[config.mk]
export PLATFORM = sky130hd
export DESIGN_NAME = line_follow_ctrl
export DESIGN_NICKNAME = d
export VERILOG_FILES = /design/src/rtl/line_follow_ctrl.sv
export SDC_FILE = /design/constraint.sdc
export NUM_CORES = 1
export LEC_CHECK = 0
export CORE_MARGIN = 5
export CORE_UTILIZATION = 51
export CTS_CLUSTER_SIZE = 24
export DETAILED_ROUTE_END_ITERATION = 10
export HOLD_SLACK_MARGIN = 0.03
export PLACE_DENSITY = 0.69
export SYNTH_ARGS = -nofsm -noshare
export SYNTH_HDL_FRONTEND = slang
export SYNTH_SLANG_ARGS = --single-unit
[constraint.sdc]
create_clock -name clk -period 10.8 [get_ports clk]
set_clock_uncertainty 0.2 [all_clocks]
set_input_delay 1.08 -clock clk [delete_from_list [all_inputs] [get_ports clk]]
set_output_delay 1.08 -clock clk [all_outputs]
set_load 0.01 [all_outputs]
[src/rtl/line_follow_ctrl.sv]
// line_follow_ctrl: line-follower controller for N_SENS reflective sensors.
// A registered sensor sample drives a weighted steering error and a
// TRACK/SEARCH/STOP/FAULT state machine. The state machine sets per-motor
// speed/direction targets, and the speed outputs approach those targets in
// slew-limited steps. A motor only changes direction while stopped.
// Ports:
//   clk            system clock
//   rst_n          async active-low reset (zeroes speeds immediately)
//   enable         run request; low forces IDLE on the next cycle
//   sensors        filtered sensor levels, bit N_SENS-1 = leftmost
//   spd_l, spd_r   motor speeds to the PWM instances
//   dir_l, dir_r   motor directions (1 = forward)
//   state          IDLE=0 TRACK=1 SEARCH=2 STOP=3 FAULT=4
module line_follow_ctrl #(
  parameter int N_SENS       = 5,
  parameter int SPD_W        = 8,
  parameter int LINE_LVL     = 0,
  parameter int MAX_SPD      = 15,
  parameter int KP           = 3,
  parameter int SEARCH_SPD   = 6,
  parameter int RAMP_STEP    = 1,
  parameter int RAMP_DIV     = 1,
  parameter int LOST_TIMEOUT = 1000,
  parameter int END_CYCLES   = 4
) (
  input  logic              clk,
  input  logic              rst_n,
  input  logic              enable,
  input  logic [N_SENS-1:0] sensors,
  output logic [SPD_W-1:0]  spd_l,
  output logic [SPD_W-1:0]  spd_r,
  output logic              dir_l,
  output logic              dir_r,
  output logic [2:0]        state
);

  localparam int C       = (N_SENS - 1) / 2;
  localparam int ERR_W   = $clog2(C * (C + 1) / 2 + 1) + 1;
  localparam int SPD_TOP = (1 << SPD_W) - 1;
  localparam int END_W   = $clog2(END_CYCLES + 1);
  localparam int LOST_W  = $clog2(LOST_TIMEOUT + 1);
  localparam int DIV_W   = (RAMP_DIV > 1) ? $clog2(RAMP_DIV) : 1;

  typedef enum logic [2:0] {
    ST_IDLE   = 3'd0,
    ST_TRACK  = 3'd1,
    ST_SEARCH = 3'd2,
    ST_STOP   = 3'd3,
    ST_FAULT  = 3'd4
  } state_t;

  // Clamp an arithmetic speed result into the unsigned speed range.
  function automatic logic [SPD_W-1:0] sat_spd(input int v);
    if (v < 0) begin
      sat_spd = {SPD_W{1'b0}};
    end else if (v > SPD_TOP) begin
      sat_spd = SPD_W'(SPD_TOP);
    end else begin
      sat_spd = SPD_W'(v);
    end
  endfunction

  localparam logic [SPD_W-1:0] ZERO_SPD   = {SPD_W{1'b0}};
  localparam logic [SPD_W-1:0] STEP_V     = SPD_W'(RAMP_STEP);
  localparam logic [SPD_W-1:0] CRUISE_V   = SPD_W'(MAX_SPD);
  localparam logic [SPD_W-1:0] SEARCH_V   = SPD_W'(SEARCH_SPD);

  // One slew step from cur toward tgt; lands exactly when within one step.
  function automatic logic [SPD_W-1:0] ramp_toward(input logic [SPD_W-1:0] cur,
                                                   input logic [SPD_W-1:0] tgt);
    if (tgt >= cur) begin
      if ((tgt - cur) <= STEP_V) ramp_toward = tgt;
      else                       ramp_toward = cur + STEP_V;
    end else begin
      if ((cur - tgt) <= STEP_V) ramp_toward = tgt;
      else                       ramp_toward = cur - STEP_V;
    end
  endfunction

  // Motor update on a tick, returned as {dir, spd}. A direction mismatch
  // first brings the motor to zero, then flips dir on a tick at zero.
  function automatic logic [SPD_W:0] motor_step(input logic dir, input logic tgt_dir,
                                                input logic [SPD_W-1:0] spd,
                                                input logic [SPD_W-1:0] tgt);
    if (tgt_dir != dir) begin
      if (spd == ZERO_SPD) motor_step = {tgt_dir, spd};
      else                 motor_step = {dir, ramp_toward(spd, ZERO_SPD)};
    end else begin
      motor_step = {dir, ramp_toward(spd, tgt)};
    end
  endfunction

  logic [N_SENS-1:0]       sens_q;
  logic [N_SENS-1:0]       on_s;
  logic                    any_on_s, all_on_s;
  logic signed [ERR_W-1:0] err_s;
  int                      err_mag_s;
  logic [SPD_W-1:0]        inner_s;
  state_t                  state_q;
  logic [SPD_W-1:0]        tgt_l_q, tgt_r_q;
  logic                    tgt_dir_l_q, tgt_dir_r_q;
  logic                    last_left_q;
  logic [END_W-1:0]        end_cnt_q;
  logic [LOST_W-1:0]       lost_cnt_q;
  logic [DIV_W-1:0]        div_q;
  logic                    ramp_tick_s;
  logic [SPD_W-1:0]        spd_l_q, spd_r_q, spd_l_d, spd_r_d;
  logic                    dir_l_q, dir_r_q, dir_l_d, dir_r_d;

  assign on_s     = (LINE_LVL != 0) ? sens_q : ~sens_q;
  assign any_on_s = |on_s;
  assign all_on_s = &on_s;

  // Weighted steering error: sensor i contributes (i - C) when over the line.
  always_comb begin
    err_s = {ERR_W{1'b0}};
    for (int i = 0; i < N_SENS; i++) begin
      if (on_s[i]) err_s = err_s + ERR_W'(i - C);
      else         err_s = err_s;
    end
  end

  // Slowed inner-wheel target for the current error magnitude.
  always_comb begin
    err_mag_s = int'(err_s);
    if (err_mag_s < 0) err_mag_s = -err_mag_s;
    else               err_mag_s = err_mag_s;
    inner_s = sat_spd(MAX_SPD - KP * err_mag_s);
  end

  // Sensor sample register.
  always_ff @(posedge clk or negedge rst_n) begin
    if (!rst_n) sens_q <= {N_SENS{1'b0}};
    else        sens_q <= sensors;
  end

  // State machine, motion targets, last-seen side and the end/lost counters.
  // Targets follow the current state; a lost line in TRACK holds them.
  always_ff @(posedge clk or negedge rst_n) begin
    if (!rst_n) begin
      state_q     <= ST_IDLE;
      tgt_l_q     <= ZERO_SPD;
      tgt_r_q     <= ZERO_SPD;
      tgt_dir_l_q <= 1'b1;
      tgt_dir_r_q <= 1'b1;
      last_left_q <= 1'b1;
      end_cnt_q   <= {END_W{1'b0}};
      lost_cnt_q  <= {LOST_W{1'b0}};
    end else begin
      case (state_q)
        ST_TRACK: begin
          if (any_on_s) begin
            tgt_dir_l_q <= 1'b1;
            tgt_dir_r_q <= 1'b1;
            if (err_s > 0) begin
              tgt_l_q <= inner_s;
              tgt_r_q <= CRUISE_V;
            end else if (err_s < 0) begin
              tgt_l_q <= CRUISE_V;
              tgt_r_q <= inner_s;
            end else begin
              tgt_l_q <= CRUISE_V;
              tgt_r_q <= CRUISE_V;
            end
            if (err_s != 0) last_left_q <= (err_s > 0);
          end
        end
        ST_SEARCH: begin
          tgt_l_q     <= SEARCH_V;
          tgt_r_q     <= SEARCH_V;
          tgt_dir_l_q <= ~last_left_q;
          tgt_dir_r_q <= last_left_q;
        end
        default: begin
          tgt_l_q <= ZERO_SPD;
          tgt_r_q <= ZERO_SPD;
        end
      endcase

      if (!enable) begin
        state_q    <= ST_IDLE;
        end_cnt_q  <= {END_W{1'b0}};
        lost_cnt_q <= {LOST_W{1'b0}};
      end else begin
        case (state_q)
          ST_IDLE: state_q <= ST_TRACK;
          ST_TRACK: begin
            lost_cnt_q <= {LOST_W{1'b0}};
            if (!any_on_s) begin
              state_q   <= ST_SEARCH;
              end_cnt_q <= {END_W{1'b0}};
            end else if (all_on_s) begin
              if (end_cnt_q == END_W'(END_CYCLES - 1)) begin
                state_q   <= ST_STOP;
                end_cnt_q <= {END_W{1'b0}};
              end else begin
                end_cnt_q <= end_cnt_q + END_W'(1);
              end
            end else begin
              end_cnt_q <= {END_W{1'b0}};
            end
          end
          ST_SEARCH: begin
            if (any_on_s) begin
              state_q    <= ST_TRACK;
              lost_cnt_q <= {LOST_W{1'b0}};
            end else if (lost_cnt_q == LOST_W'(LOST_TIMEOUT - 1)) begin
              state_q    <= ST_FAULT;
              lost_cnt_q <= {LOST_W{1'b0}};
            end else begin
              lost_cnt_q <= lost_cnt_q + LOST_W'(1);
            end
          end
          ST_STOP:  state_q <= ST_STOP;
          ST_FAULT: state_q <= ST_FAULT;
          default:  state_q <= ST_IDLE;
        endcase
      end
    end
  end

  assign ramp_tick_s = (div_q == DIV_W'(RAMP_DIV - 1));

  // Free-running ramp divider.
  always_ff @(posedge clk or negedge rst_n) begin
    if (!rst_n)           div_q <= {DIV_W{1'b0}};
    else if (ramp_tick_s) div_q <= {DIV_W{1'b0}};
    else                  div_q <= div_q + DIV_W'(1);
  end

  // Next speed/direction of both motors.
  always_comb begin
    if (ramp_tick_s) begin
      {dir_l_d, spd_l_d} = motor_step(dir_l_q, tgt_dir_l_q, spd_l_q, tgt_l_q);
      {dir_r_d, spd_r_d} = motor_step(dir_r_q, tgt_dir_r_q, spd_r_q, tgt_r_q);
    end else begin
      {dir_l_d, spd_l_d} = {dir_l_q, spd_l_q};
      {dir_r_d, spd_r_d} = {dir_r_q, spd_r_q};
    end
  end

  // Speed and direction output registers.
  always_ff @(posedge clk or negedge rst_n) begin
    if (!rst_n) begin
      spd_l_q <= ZERO_SPD;
      spd_r_q <= ZERO_SPD;
      dir_l_q <= 1'b1;
      dir_r_q <= 1'b1;
    end else begin
      spd_l_q <= spd_l_d;
      spd_r_q <= spd_r_d;
      dir_l_q <= dir_l_d;
      dir_r_q <= dir_r_d;
    end
  end

  assign spd_l = spd_l_q;
  assign spd_r = spd_r_q;
  assign dir_l = dir_l_q;
  assign dir_r = dir_r_q;
  assign state = state_q;

endmodule

==> metrics.txt, run 1 <==
Synth Area in Compound Gates=23.4%; Worst Max-Slew Pin Slew=0.914 ns; setup TNS=0 ns; antenna violations before repair=0; register area=1460 um2; FP Rows=39; via count=5,569; die height=118 um; reg2reg end=tgt_l_q[1]; CP Launch Type=flop; Post-CTS Hold Buffers=0; Fin. Hold Viols=0; CP Class=flop to flop; port bufs=28; crit path max fanout=15; H-tree Lvls=3; Static Leak=0.00300 uW; Crit path top cell by count=ha_1; number of synthesized flops with an enable pin=0; placed cells=892; cts repair resizes=0; hold_sp=last_left_q; Primary FF master, synth=dfrtp_1; Synth Register Bits=58; CTS sink count=58; VDD IR max=159 uV; Post-Synth Simple-Gate Area=19.4%; CTS tree=done; Initial Util=51.9%; Die Area=13,900 um2; CP max-delay cell=or4_4; Vias/cell=6.13; Final Cycle Share=50.5%; worst endpoint required time=10.80 ns; Netlist cell types=69; Max-Cap Viols=0; CTS Buf Count=9; largest buffer count on any clock path=2; Multi-input gate area=4290 um2; FMAX=0.183 GHz; non-filler instance count after layout=908; post-DP HPWL=11,400 um; I/O Pins=29; Worst Hold Class=flop to flop; hold path depth=2; global-route wire length before repair=25,800 um; die width=118 um; Area growth syn-to-layout=13.8%; syn_area_per_cell=8.39 um2; internal reg-to-reg setup slack=5.34 ns; routability cong.=0.892; Antenna diodes=0; largest family of logic cells by synthesized area=compound AO/OA/AOI/OAI gates; wire per inst=16.5 um; drt first pass iters=5; RSZ-0062 raised after global routing=no; DRT Wirelength=15,000 um; relative slew slack=38.8%; largest net degree at the start of global routing=59; Post-synth ARST share=100%; worst-path cell chain=inv_1 -> ha_1 -> xor2_1 -> nor2_1 -> xnor2_1 -> o21ai_0 -> buf_4 -> o21ai_0 -> ha_1 -> inv_1 -> ha_1 -> ha_1 -> a211oi_1 -> o41ai_2 -> o31ai_1 -> a2111oi_0 -> nand3_1 -> or4_4 -> nor4_1 -> o31ai_1; post-CTS setup buffer count=0; mux share of post-synthesis cell area=2.68%; Worst EP arrival=5.46 ns; crit path capture type=flop; final setup fails=0; share of cells above drive strength 1=5.75%; CTS root buf=clkbuf_16; GR Overflow Total=0; Core Area=11,400 um2; fillers=1,053; status=complete, no violations; r2r startpoint=sens_q[1]; PwrDens=246 nW/um2; Synth warnings=0; Worst-path clk slew=0.06 ns; ANT nets after route=0; FF-to-FF path depth=20; Post-Synth Adder-Cell Area=17.9%; crit path time final=5.46 ns; hold endpoint=tgt_dir_r_q; Clk Latency, worst-skew pair=0.33 ns; Seq/Total Area, Yosys=24.6%; DRT iter0 DRCs=545; Syn Std Cell Area=5920 um2; vias in the first global route=5,436; delay of the slowest critical-path stage=0.59 ns; NumNets Final=849; Mapped Cells=706; Synth Area in XOR/XNOR=6.80%; drt drc=0; Slew Viols, Final=0; Tot GR Track Use=21.7%
[how the worst max path moves through the flow]
stage / startpoint / cells past startpoint / end / slack, ns
CTS: sens_q[1] / 20 / tgt_l_q[1] / 5.32
detailed placement: sens_q[1] / 20 / tgt_l_q[1] / 5.34
global route: sens_q[1] / 20 / tgt_r_q[3] / 4.94
finish: sens_q[1] / 20 / tgt_l_q[1] / 5.34
global placement: sens_q[1] / 20 / tgt_l_q[1] / 5.68
floorplan: sens_q[1] / 19 / tgt_l_q[1] / 5.65
[registers in the layout, summed over array words and instances (netlist names), 3 cells and up]
register / count
tgt_r_q: 8
lost_cnt_q: 10
spd_r: 8
tgt_l_q: 8
state: 3
sens_q: 5
spd_l: 8
end_cnt_q: 3
[logic make-up (layout without fill, tap and decap cells)]
family,Yosys count,in the layout
and+or+nand+nor,221,221
AOI/OAI and AO/OA,203,203
adders and majority gates,81,81
buffers and inverters,80,105
DFF,58,58
xor gates and xnor gates,46,46
muxes,15,15
other,2,36
[power by group]
group          internal [uW]  leakage [uW]  total [uW]  switching [uW]
registers                265      0.000736         357            91.9
clock network            185      0.000149         289             104
logic                    430       0.00211        1010             584
total                    880       0.00300        1660             780
[synth_stat cells, drive strengths merged, types with 12 or more instances]
library cell	instances	share of area, %
a21oi	28	2.4
clkbuf	18	1.1
dfrtp	53	22
ha	75	16
inv	57	3.6
nand2	53	3.4
nand3	24	2.0
nand4	13	1.4
nor2	41	2.6
nor2b	12	1.3
nor3	14	1.2
o21ai	61	5.2
xnor2	31	4.6
xor2	15	2.2
[layer usage]
metal	up-vias	routed length, um	global-route usage [%]
met3	42	876	3.36
met5	-	0	0
met2	203	7000	35.6
met4	0	382	7.67
met1	2671	6700	29.0
li1	2653	-	-
[placed cells by master, fill, tap and decap left out, types with 6 or more instances in the layout]
cell / instances
nor3b_1: 6
clkdlybuf4s50_1: 27
a31oi_1: 8
nor3_1: 14
a21oi_1: 28
fa_1: 6
nand3_1: 24
and2_1: 8
a211o_1: 6
nor2_1: 41
o22ai_1: 6
nand4_1: 13
inv_1: 57
o21ai_0: 58
nor2b_1: 12
xnor2_1: 31
mux2i_1: 8
conb_1: 36
or3_1: 6
xor2_1: 15
mux2_2: 7
a211oi_1: 9
dfrtp_1: 53
nor4_1: 10
nand2_1: 53
o31ai_1: 9
and3_1: 6
clkbuf_16: 9
ha_1: 75
a21o_1: 10
nand2b_1: 9
[worst max-delay path: cells and delay by family, from the launching register on]
kind / cells / cell delay, ns
flops: 1 / 0.46
fa+ha+maj: 4 / 1.17
buf+inv: 3 / 0.30
xor+xnor: 2 / 0.30
simple gates: 4 / 1.11
compound gates: 7 / 1.79
[area by class of cell]
| type | count | share of cell area, % |
|---|---|---|
| clock buffers | 10 | 3.54 |
| clock inverters | 6 | 0.965 |
| inverters | 59 | 3.29 |
| multi-input cells | 602 | 63.6 |
| flip-flops and latches | 58 | 21.6 |
| well taps | 143 | 2.65 |
| repair buffers | 30 | 4.31 |
[metrics by stage]
step	hold slack (ns)	area, um2	total power, uW	setup slack [ns]	utilization [%]
global route	0.303	6740	1790	4.94	59.0
floorplan	0.258	6050	1070	5.65	-
detailed placement	0.287	6440	1340	5.34	56.4
finish	0.287	6740	1660	5.34	59.0
CTS	0.290	6740	1640	5.32	59.0
global placement	0.283	6440	1310	5.68	56.4
Note: power is estimated with default switching activity, not from simulation.
==> inputs of run 2 (changes only) <==
==> constraint.sdc (replaced) <==
create_clock -name clk -period 5.35 [get_ports clk]
set_clock_uncertainty 0.2 [all_clocks]
set_input_delay 0.535 -clock clk [delete_from_list [all_inputs] [get_ports clk]]
set_output_delay 0.535 -clock clk [all_outputs]
set_load 0.01 [all_outputs]
==> run 2 against run 1 <==
  * Clock power increased by 140%
  * First-iteration DRC count decreased by 23%
  * Core utilization increased by 0.85 points
  * Setup slack worse by 5.0 ns
  * Fmax rose by 10%
  * Largest power group unchanged
  * Hold slack worse by 0.15 ns
  * Register-to-register slack worse by 5.0 ns
  * Wire length shrank 1.8%
  * Global-route usage is 0.88 points lower
  * Sequential cell count unchanged
  * Via count is 0.86% lower
  * Highest routed layer unchanged
  * Clock-buffer cell count up 2
==> metrics.txt, run 2 (same netlist as run 1, synthesis figures left out) <==
M1 WL=6780 um; routability cong.=0.933; commonest cells after routing, fill and taps aside=74 x ha_1, 57 x inv_1, 56 x o21ai_0; Psw=1550 uW; DRT Wirelength=14,700 um; ANT nets after route=0; post-DP HPWL=11,100 um; reg2reg end=tgt_l_q[3]; Worst Max-Slew Pin Slew=0.923 ns; Sw Ratio=45.0%; CTS sink count=58; Initial Util=51.9%; H-tree Lvls=3; share of cells above drive strength 1=6.91%; die height=118 um; largest buffer count on any clock path=2; internal reg-to-reg setup slack=0.39 ns; CP Launch Type=flop; Worst EP arrival=4.93 ns; antenna violations before repair=0; drt first pass iters=5; Slew Viols, Final=0; Vias/cell=6.07; FF-to-FF path depth=20; largest net degree at the start of global routing=59; Fin. Hold Viols=0; Core Area=11,400 um2; Die Area=13,900 um2; PwrDens=503 nW/um2; total power=3440 uW; FMAX=0.202 GHz; crit path max fanout=6; Worst-path clk slew=0.05 ns; NumNets Final=851; Top reg by flops=lost_cnt_q; CTS Buf Count=9; Area growth syn-to-layout=15.5%; setup TNS=0 ns; GR Overflow Total=0; die width=118 um; I/O Pins=29; VDD IR max=317 uV; Worst Hold Class=input pin to async pin; global-route wire length before repair=24,900 um; commonest non-fill, non-tap cell in the layout=ha_1; drt drc=0; met3 wire len=828 um; final setup fails=0; Final Cycle Share=92.7%; post-CTS setup buffer count=0; Clk pwr share=19.7%; DRT iter0 DRCs=422; r2r startpoint=sens_q[1]; status=complete, no violations; crit path time final=4.96 ns; max reg flops=10; via count=5,521; Post-CTS Hold Buffers=0; metal2 WL=6640 um; port bufs=28; Clk Latency, worst-skew pair=0.32 ns; combinational power share=59.4%; worst endpoint required time=5.33 ns; wire per inst=16.1 um; relative slew slack=38.2%; Int Pwr=1890 uW; CP Class=flop to flop; Tot GR Track Use=20.8%; RSZ-0062 raised after global routing=no; Antenna diodes=0; Static Leak=0.00303 uW; Top Layer Used=met4; crit path capture type=flop; vias in the first global route=5,427; CTS tree=done; CTS root buf=clkbuf_16; Max-Cap Viols=0; sequential power share=20.8%; FP Rows=39
==> run 2: how the worst max path moves through the flow <==
stage	from	end	slack, ns
finish	sens_q[1]	tgt_l_q[3]	0.39
global placement	sens_q[1]	tgt_l_q[1]	0.48
CTS	sens_q[1]	tgt_l_q[3]	0.03
detailed placement	sens_q[1]	tgt_l_q[1]	0.10
global route	sens_q[1]	tgt_l_q[1]	0.07
floorplan	sens_q[1]	tgt_l_q[1]	0.20
==> run 2: what timing repair did <==
| item | in CTS | in global routing |
|---|---|---|
| setup endpoints to repair | 1 | 12 |
| pin swaps | 0 | 1 |
| resized for setup | 1 | 10 |
==> run 2: layer usage <==
metal | track usage, % | vias to the layer above
met4 | 8.17 | 0
met5 | 0 | -
met2 | 33.7 | 203
li1 | - | 2650
met1 | 27.9 | 2630
met3 | 3.22 | 38
==> run 2: power groups by stage <==
stage               Combinational (uW)  Sequential, uW  Clock [uW]
finish                            2050             717         680
global route                      2260             737         711
CTS                               2000             714         687
detailed placement                1980             722           0
global placement                  1930             719           0
floorplan                         1480             679           0
==> run 2: cell type report <==
| cell class | count | area [um2] |
|---|---|---|
| Fill cell | 1008 | 4580 |
| Inverter | 59 | 221 |
| Clock inverter | 4 | 97.6 |
| Tap cell | 143 | 179 |
| Multi-Input combinational cell | 602 | 4320 |
| Sequential cell | 58 | 1460 |
| Timing Repair Buffer | 32 | 305 |
| Clock buffer | 12 | 256 |
==> run 2: worst max-delay path, cell delays in order (launching register included) <==
cell and delay, ns:
dfrtp_2 0.42, inv_1 0.06, ha_1 0.32, xor2_1 0.19, xnor2_1 0.16, inv_1 0.08, ha_2 0.31, nand2_1 0.06
o21ai_2 0.10, ha_1 0.18, inv_1 0.04, ha_1 0.31, ha_1 0.33, a211oi_1 0.09, o41ai_2 0.43, o31ai_2 0.13
a2111oi_2 0.40, nand3_1 0.14, or4_4 0.59, o21ai_2 0.17, o21ai_0 0.13
==> run 2: per-stage QoR <==
| stage | worst slack (ns) | instance area [um2] | util, % | instances | hold WS (ns) |
|---|---|---|---|---|---|
| after floorplan | 0.202 | 6050 | - | 740 | 0.0394 |
| after global placement | 0.482 | 6450 | 56.5 | 894 | 0.282 |
| after detailed placement | 0.100 | 6450 | 56.5 | 894 | 0.284 |
| after CTS | 0.0331 | 6810 | 59.6 | 910 | 0.189 |
| after global routing | 0.0675 | 6840 | 59.9 | 910 | 0.219 |
| final | 0.390 | 6840 | 59.9 | 910 | 0.135 |
